## src/rtl/video_lock_monitor.sv

```systemverilog
`timescale 1ns/1ps
// -----------------------------------------------------------------------------
// video_lock_monitor
//
// Watches the video decoder's lock pin once the reset sequencer has released
// the chip. The pin is synchronised and debounced. An FSM then tracks lock.
// If lock never arrives, or if it is lost for too long, the FSM issues a
// one-cycle re-init request to the reset sequencer. After MAX_RETRY requests
// it enters a sticky FAIL state, which only reset clears.
//
// Optional feature: define LOCK_EVT_EN to add the o_lock_evt and o_loss_cnt
// outputs. Without LOCK_EVT_EN those ports and their logic do not exist.
//
// Ports
//   i_clk         system clock
//   i_rst         synchronous, active-high reset
//   i_seq_done    sequencer finished; chip reset released
//   i_lock_async  decoder lock pin, asynchronous to i_clk
//   o_lock_ok     debounced lock, registered
//   o_reinit_req  one-cycle pulse: restart the reset sequence
//   o_retry_cnt   number of re-init requests issued, saturating
//   o_fail        sticky: retries exhausted
//   o_state       FSM state code, for debug
//   o_lock_evt    (LOCK_EVT_EN) pulse in the cycle after any o_lock_ok change
//   o_loss_cnt    (LOCK_EVT_EN) count of LOCKED->LOSS entries, saturating
// -----------------------------------------------------------------------------
module video_lock_monitor #(
  parameter int unsigned SYNC_STAGES  = 2,
  parameter int unsigned DEB_CYC      = 1000,
  parameter int unsigned LOCK_TIMEOUT = 5900000,
  parameter int unsigned LOSS_CYC     = 59000,
  parameter int unsigned MAX_RETRY    = 3,
  parameter int unsigned RETRY_W      = 4
) (
  input  logic               i_clk,
  input  logic               i_rst,
  input  logic               i_seq_done,
  input  logic               i_lock_async,
  output logic               o_lock_ok,
  output logic               o_reinit_req,
  output logic [RETRY_W-1:0] o_retry_cnt,
  output logic               o_fail,
  output logic [2:0]         o_state
`ifdef LOCK_EVT_EN
  ,
  output logic               o_lock_evt,
  output logic [7:0]         o_loss_cnt
`endif
);

  typedef enum logic [2:0] {
    ST_IDLE      = 3'd0,
    ST_WAIT_LOCK = 3'd1,
    ST_LOCKED    = 3'd2,
    ST_LOSS      = 3'd3,
    ST_REINIT    = 3'd4,
    ST_WAIT_LOW  = 3'd5,
    ST_FAIL      = 3'd6
  } state_t;

  localparam int unsigned        DEB_W     = (DEB_CYC > 1) ? $clog2(DEB_CYC) : 1;
  localparam logic [DEB_W-1:0]   DEB_LAST  = DEB_W'(DEB_CYC - 1);
  localparam logic [31:0]        WAIT_LAST = 32'(LOCK_TIMEOUT - 1);
  localparam logic [31:0]        LOSS_LAST = 32'(LOSS_CYC - 1);
  localparam logic [RETRY_W-1:0] RETRY_MAX = RETRY_W'(MAX_RETRY);
  localparam logic [RETRY_W-1:0] RETRY_SAT = '1;

  // ---------------------------------------------------------------------------
  // Synchroniser: the last stage is the clean lock level
  // ---------------------------------------------------------------------------
  logic [SYNC_STAGES-1:0] r_sync;
  logic                   w_lock_s;

  always_ff @(posedge i_clk) begin
    if (i_rst) begin
      r_sync <= '0;
    end else begin
      r_sync <= {r_sync[SYNC_STAGES-2:0], i_lock_async};
    end
  end

  assign w_lock_s = r_sync[SYNC_STAGES-1];

  // ---------------------------------------------------------------------------
  // Debounce: lock_ok follows lock_s only after DEB_CYC consecutive
  // disagreeing cycles; any agreement restarts the count.
  // ---------------------------------------------------------------------------
  logic [DEB_W-1:0] r_deb_cnt;
  logic             r_lock_ok;
  logic             w_disagree;
  logic             w_deb_flip;

  assign w_disagree = w_lock_s ^ r_lock_ok;
  assign w_deb_flip = w_disagree && (r_deb_cnt == DEB_LAST);

  always_ff @(posedge i_clk) begin
    if (i_rst) begin
      r_deb_cnt <= '0;
      r_lock_ok <= 1'b0;
    end else if (!w_disagree) begin
      r_deb_cnt <= '0;
    end else if (w_deb_flip) begin
      r_deb_cnt <= '0;
      r_lock_ok <= w_lock_s;
    end else begin
      r_deb_cnt <= r_deb_cnt + 1'b1;
    end
  end

  // ---------------------------------------------------------------------------
  // Lock-tracking FSM
  // ---------------------------------------------------------------------------
  state_t             r_state;
  state_t             w_state_nxt;
  logic [31:0]        r_timer;
  logic [31:0]        w_timer_nxt;
  logic [RETRY_W-1:0] r_retry;
  logic [RETRY_W-1:0] w_retry_nxt;
  logic               w_reinit;

  always_ff @(posedge i_clk) begin
    if (i_rst) begin
      r_state <= ST_IDLE;
      r_timer <= '0;
      r_retry <= '0;
    end else begin
      r_state <= w_state_nxt;
      r_timer <= w_timer_nxt;
      r_retry <= w_retry_nxt;
    end
  end

  // Event priority in the timed states: seq_done fall, then lock_ok, then
  // timeout. The timer only counts in WAIT_LOCK and LOSS. It is zero
  // everywhere else, so each timed state starts from 0.
  always_comb begin
    w_state_nxt = r_state;
    w_timer_nxt = '0;
    w_retry_nxt = r_retry;
    w_reinit    = 1'b0;
    case (r_state)
      ST_IDLE: begin
        if (i_seq_done) begin
          w_state_nxt = ST_WAIT_LOCK;
        end
      end
      ST_WAIT_LOCK: begin
        if (!i_seq_done) begin
          w_state_nxt = ST_IDLE;
        end else if (r_lock_ok) begin
          w_state_nxt = ST_LOCKED;
        end else if (r_timer == WAIT_LAST) begin
          w_state_nxt = ST_REINIT;
        end else begin
          w_timer_nxt = r_timer + 32'd1;
        end
      end
      ST_LOCKED: begin
        if (!i_seq_done) begin
          w_state_nxt = ST_IDLE;
        end else if (!r_lock_ok) begin
          w_state_nxt = ST_LOSS;
        end
      end
      ST_LOSS: begin
        if (!i_seq_done) begin
          w_state_nxt = ST_IDLE;
        end else if (r_lock_ok) begin
          w_state_nxt = ST_LOCKED;
        end else if (r_timer == LOSS_LAST) begin
          w_state_nxt = ST_REINIT;
        end else begin
          w_timer_nxt = r_timer + 32'd1;
        end
      end
      ST_REINIT: begin
        if (r_retry == RETRY_MAX) begin
          w_state_nxt = ST_FAIL;
        end else begin
          w_reinit    = 1'b1;
          w_state_nxt = ST_WAIT_LOW;
          if (r_retry != RETRY_SAT) begin
            w_retry_nxt = r_retry + 1'b1;
          end
        end
      end
      ST_WAIT_LOW: begin
        // Waiting for seq_done to drop stops a stale seq_done from re-arming.
        if (!i_seq_done) begin
          w_state_nxt = ST_IDLE;
        end
      end
      ST_FAIL: begin
        w_state_nxt = ST_FAIL;
      end
      default: begin
        w_state_nxt = ST_IDLE;
      end
    endcase
  end

  // The pulse is a decode of registered state. A reset therefore drops it
  // on the next cycle.
  assign o_lock_ok    = r_lock_ok;
  assign o_reinit_req = w_reinit;
  assign o_retry_cnt  = r_retry;
  assign o_fail       = (r_state == ST_FAIL);
  assign o_state      = r_state;

`ifdef LOCK_EVT_EN
  // ---------------------------------------------------------------------------
  // Lock event pulse and loss counter
  // ---------------------------------------------------------------------------
  logic       r_lock_ok_d;
  logic       r_lock_evt;
  logic [7:0] r_loss_cnt;

  always_ff @(posedge i_clk) begin
    if (i_rst) begin
      r_lock_ok_d <= 1'b0;
      r_lock_evt  <= 1'b0;
      r_loss_cnt  <= '0;
    end else begin
      r_lock_ok_d <= r_lock_ok;
      r_lock_evt  <= r_lock_ok ^ r_lock_ok_d;
      if ((r_state == ST_LOCKED) && (w_state_nxt == ST_LOSS) && (r_loss_cnt != 8'hFF)) begin
        r_loss_cnt <= r_loss_cnt + 8'd1;
      end
    end
  end

  assign o_lock_evt = r_lock_evt;
  assign o_loss_cnt = r_loss_cnt;
`endif

endmodule

```

## config.mk

```make
export PLATFORM = sky130hd
export DESIGN_NAME = video_lock_monitor
export DESIGN_NICKNAME = d
export VERILOG_FILES = /design/src/rtl/video_lock_monitor.sv
export SDC_FILE = /design/constraint.sdc
export NUM_CORES = 1
export LEC_CHECK = 0
export ABC_AREA = 0
export CAP_MARGIN = 20
export CORE_UTILIZATION = 40
export CTS_CLUSTER_DIAMETER = 50
export DETAILED_ROUTE_END_ITERATION = 16
export PLACE_DENSITY = 0.57
export SLEW_MARGIN = 25
export SYNTH_ARGS = -nofsm -noshare
export SYNTH_HDL_FRONTEND = slang
export SYNTH_SLANG_ARGS = --single-unit
```

## constraint.sdc

```tcl
create_clock -name i_clk -period 1.9 [get_ports i_clk]
set_input_delay 0.285 -clock i_clk [delete_from_list [all_inputs] [get_ports i_clk]]
set_output_delay 0.285 -clock i_clk [all_outputs]
set_load 0.01 [all_outputs]
```

==> impl_table.tex, run 1 <==
\begin{tabular}{lr}
\hline
Metric & Value \\
\hline
\multicolumn{2}{l}{\textbf{Floorplanning}} \\
Horiz. Die Dim & 80.68 µm \\
Starting density of the core & 41.58\% \\
Number of top-level pins & 14 \\
Number of cell rows & 28 \\
Chip Height & 80.68 µm \\
Area enclosed by the die boundary & 6509 µm² \\
Area of the core & 5956 µm² \\
\multicolumn{2}{l}{\textbf{Logic synthesis}} \\
Top cell type's share of synthesized area & 42.04\% \\
Adder-cell share of the synthesized area & 1.516\% \\
Number of storage elements in the synthesis netlist & 52 \\
Synth Area in XOR/XNOR & 14.86\% \\
Cell types with the largest area share after synthesis & sky130\_fd\_sc\_hd\_\_dfxtp\_1, sky130\_fd\_sc\_hd\_\_xor2\_1, sky130\_fd\_sc\_hd\_\_nor2\_1 \\
Sequential area share after synthesis & 42.04\% \\
Net Count, Synth & 298 \\
Fraction of the mapped netlist area in simple logic gates & 29.96\% \\
EDFF count, synth & 0 \\
Avg Inst Size Synth & 8.509 µm² \\
Cell area after synthesis & 2476 µm² \\
Main combinational cell family by area after synthesis & simple AND/OR/NAND/NOR gates \\
Post-synth ARST share & 0\% \\
Top FF cell, synth & sky130\_fd\_sc\_hd\_\_dfxtp\_1 \\
Number of distinct library cell variants in the gate-level netlist after synthesis & 38 \\
Compound-Gate Fraction of Synth Area & 6.518\% \\
Post-synthesis mux area share & 1.668\% \\
Cell type with the largest total area after synthesis & sky130\_fd\_sc\_hd\_\_dfxtp\_1 \\
Synthesized instance count & 291 \\
Number of warnings printed during yosys synthesis & 0 \\
\multicolumn{2}{l}{\textbf{Power and ir drop}} \\
Power density over cell area & 680.2 nW/µm² \\
VDD IR max & 488.4 µV \\
Overall power & 2.117 mW \\
Static leakage & 1.105 nW \\
\multicolumn{2}{l}{\textbf{Setup path}} \\
Arrival time at the worst endpoint & 2.11 ns \\
Data required time of the critical path & 2.10 ns \\
Delay contributed by the slowest stage of the critical path & 0.48 ns \\
Kind of end point of the critical path & flop \\
Worst Path Class, Setup & flop to flop \\
Number of buffer and inverter stages on the critical path & 1 \\
Top fanout value on the critical path & 11 \\
Critical-path cell list & ha\_2 -> or4b\_4 -> nor4\_4 -> mux2\_4 -> a211o\_4 -> clkbuf\_16 -> nor2\_1 \\
Slowest cell on the critical path & sky130\_fd\_sc\_hd\_\_or4b\_4 \\
Gate family responsible for the most delay along the worst path & simple AND/OR/NAND/NOR gates \\
Element type at the critical path start & flop \\
\multicolumn{2}{l}{\textbf{Clock tree}} \\
CTS tree & built \\
Maximum root-to-sink buffer count & 2 \\
H-tree Lvls & 2 \\
Clk\_lat worst skew & 0.30 ns \\
Post-CTS clock slew at the launch and capture registers of the worst setup and hold paths & 0.09 ns \\
Post-cts hold buffer count & 0 \\
Number of sinks handled by clock tree synthesis & 52 \\
Clock root buffer & sky130\_fd\_sc\_hd\_\_clkbuf\_8 \\
Number of buffers created by CTS & 5 \\
\multicolumn{2}{l}{\textbf{Global route}} \\
Via count of the first global-routing pass & 1,907 \\
Number of antenna violations at the first check in global routing & 0 \\
Grt total ovfl & 0 \\
GRT Total Usage & 16.69\% \\
Pin count of the biggest net entering global routing & 24 \\
First-pass GRT wire length & 8424 µm \\
\multicolumn{2}{l}{\textbf{Finish}} \\
Number of diodes & 0 \\
Post-layout nets & 339 \\
Synthesis-to-layout area growth & 25.67\% \\
Commonest cells after routing, fill and taps aside & sky130\_fd\_sc\_hd\_\_nor2\_1, sky130\_fd\_sc\_hd\_\_dfxtp\_1, sky130\_fd\_sc\_hd\_\_xor2\_1 \\
Proportion of layout cells with a drive suffix above 1 & 17.12\% \\
Most common library cell in the layout ignoring fill and taps & sky130\_fd\_sc\_hd\_\_nor2\_1 \\
Final core utilization & 52.25\% \\
\multicolumn{2}{l}{\textbf{Timing}} \\
Setup repair after global routing missed its margin & true \\
Measured slew at the worst slew-check pin & 0.3656 ns \\
Clock Skews & 0.01049 ns \\
Top achievable clock speed & 0.5233 GHz \\
Total count of hold-check failures in the final report & 0 \\
Final worst slack & -0.01077 ns \\
Number of pins with negative max-slew slack in the final report & 0 \\
Post-route worst hold slack & 0.4489 ns \\
\# setup viols final & 11 \\
Max-slew headroom & 75.44\% \\
Final period util & 100.6\% \\
Final min period & 1.911 ns \\
\multicolumn{2}{l}{\textbf{Outcome}} \\
Failing checks & setup timing \\
Status & finished with violations \\
\multicolumn{2}{l}{\textbf{Detailed routing}} \\
Number of design-rule violations left by the first detailed-router iteration & 51 \\
Count of unresolved DRC violations after routing & 0 \\
Vias per std cell & 5.100 \\
Residual antenna-violating net count after detailed routing & 0 \\
Routed len/inst & 12.53 µm \\
Total length of routed wires & 5112 µm \\
Vias post-DR & 2,081 \\
Number of optimization iterations in the first detailed-route pass & 4 \\
\multicolumn{2}{l}{\textbf{Placed design}} \\
Routability congestion estimate & 0.8104 \\
IO Port Bufs & 13 \\
Detailed placement HPWL & 3504 µm \\
Worst Setup Slack post-DPL & -0.03518 ns \\
\multicolumn{2}{l}{\textbf{Min path}} \\
Type of the most critical hold path & flop to flop \\
\multicolumn{2}{l}{\textbf{Run}} \\
Maximum capacitance violations & 0 \\
\hline
\end{tabular}
## layer usage
metal	share of wire, %	GRT usage (%)
met3	2.8	3.750
met4	0.82	5.357
met5	0	0
met2	48	28.64
met1	48	20.46
## layout make-up
cell class / instances / area [µm²]
clock buffer: 6 / 72.57
clock inverter: 2 / 35.03
fill: 558 / 2844
inverter: 6 / 22.52
multi-input combinational: 223 / 1440
sequential: 52 / 1042
tap: 75 / 93.84
timing repair buffer: 44 / 405.4
## final timing paths
kind | startpoint | endpoint | slack (ns) | cells past startpoint
setup / recovery | r_timer[0]$_SDFF_PP0_ | r_timer[15]$_SDFF_PP0_ | -0.01 | 7
hold / removal | r_deb_cnt[0]$_SDFF_PP0_ | r_deb_cnt[0]$_SDFF_PP0_ | 0.45 | 1
setup reg to reg | r_timer[0]$_SDFF_PP0_ | r_timer[15]$_SDFF_PP0_ | -0.01 | 7
hold reg to reg | r_deb_cnt[0]$_SDFF_PP0_ | r_deb_cnt[0]$_SDFF_PP0_ | 0.45 | 1
## synthesized netlist by cell type (4+ instances only)
master,instances
sky130_fd_sc_hd__nor2_1,64
sky130_fd_sc_hd__dfxtp_1,52
sky130_fd_sc_hd__xor2_1,28
sky130_fd_sc_hd__nand3_1,19
sky130_fd_sc_hd__nand4_1,18
sky130_fd_sc_hd__nand2_1,15
sky130_fd_sc_hd__xnor2_1,14
sky130_fd_sc_hd__nor3_1,8
sky130_fd_sc_hd__and3_1,6
sky130_fd_sc_hd__inv_1,6
sky130_fd_sc_hd__a21oi_1,5
sky130_fd_sc_hd__clkbuf_1,5
sky130_fd_sc_hd__o21ai_0,4
## worst register-to-register path, delay by kind of cell (launching register included)
family | cells | cell delay [ns]
AO/OA/AOI/OAI | 1 | 0.19
adder cells (fa/ha/maj) | 1 | 0.18
buffers and inverters | 1 | 0.17
flip-flops | 1 | 0.35
multiplexers | 1 | 0.21
AND/OR/NAND/NOR | 3 | 0.72
## flip-flops by register name, indices dropped and copies added, names as in the netlist
| signal | count |
|---|---|
| o_state | 3 |
| o_lock_ok | 1 |
| r_deb_cnt | 10 |
| r_sync | 2 |
| r_timer | 32 |
| o_retry_cnt | 4 |
## logic make-up after synthesis
logic type | count (synthesis)
fa+ha+maj | 3
xor+xnor | 42
flops | 52
simple gates | 151
compound gates | 23
mux | 4
buf+inv | 16
## power breakdown
| group | internal [mW] | total (mW) | switching (mW) |
|---|---|---|---|
| Sequential | 1.11 | 1.12 | 0.00891 |
| Combinational | 0.132 | 0.268 | 0.136 |
| Clock | 0.391 | 0.733 | 0.341 |
| Total | 1.63 | 2.12 | 0.486 |
## timing repair
item	in CTS	in global routing
pin swaps	1	8
gates resized for setup	4	22
setup endpoints to repair	34	34
endpoints found under the hold margin	0	0
cloned	0	2
setup buffers	0	2
## stage by stage
step	setup TNS, ns	std cells	area (µm²)
2_1_floorplan	0	291	2489
3_3_place_gp	-0.4090	396	2865
3_5_place_dp	-0.7786	396	2865
4_1_cts	0	404	2993
5_1_grt	-2.553	408	3112
6_report	-0.02889	408	3112
Note: power is estimated with default switching activity, not from simulation.
==> run 2: changes to the inputs <==
--- a/config.mk
+++ b/config.mk
@@ -9,6 +9,7 @@
 export CAP_MARGIN = 20
 export CORE_UTILIZATION = 40
 export CTS_CLUSTER_DIAMETER = 50
+export CTS_CLUSTER_SIZE = 30
 export DETAILED_ROUTE_END_ITERATION = 16
 export PLACE_DENSITY = 0.57
 export SLEW_MARGIN = 25
==> results of run 2 <==
No change in the layout: final DEF, timing and power equal those of run 1.
==> run 3: changes to the inputs <==
--- a/config.mk
+++ b/config.mk
@@ -11,6 +11,7 @@
 export CTS_CLUSTER_DIAMETER = 50
 export CTS_CLUSTER_SIZE = 30
 export DETAILED_ROUTE_END_ITERATION = 16
+export HOLD_SLACK_MARGIN = 0.12
 export PLACE_DENSITY = 0.57
 export SLEW_MARGIN = 25
 export SYNTH_ARGS = -nofsm -noshare
==> results of run 3 <==
No change in the layout: final DEF, timing and power equal those of run 1.
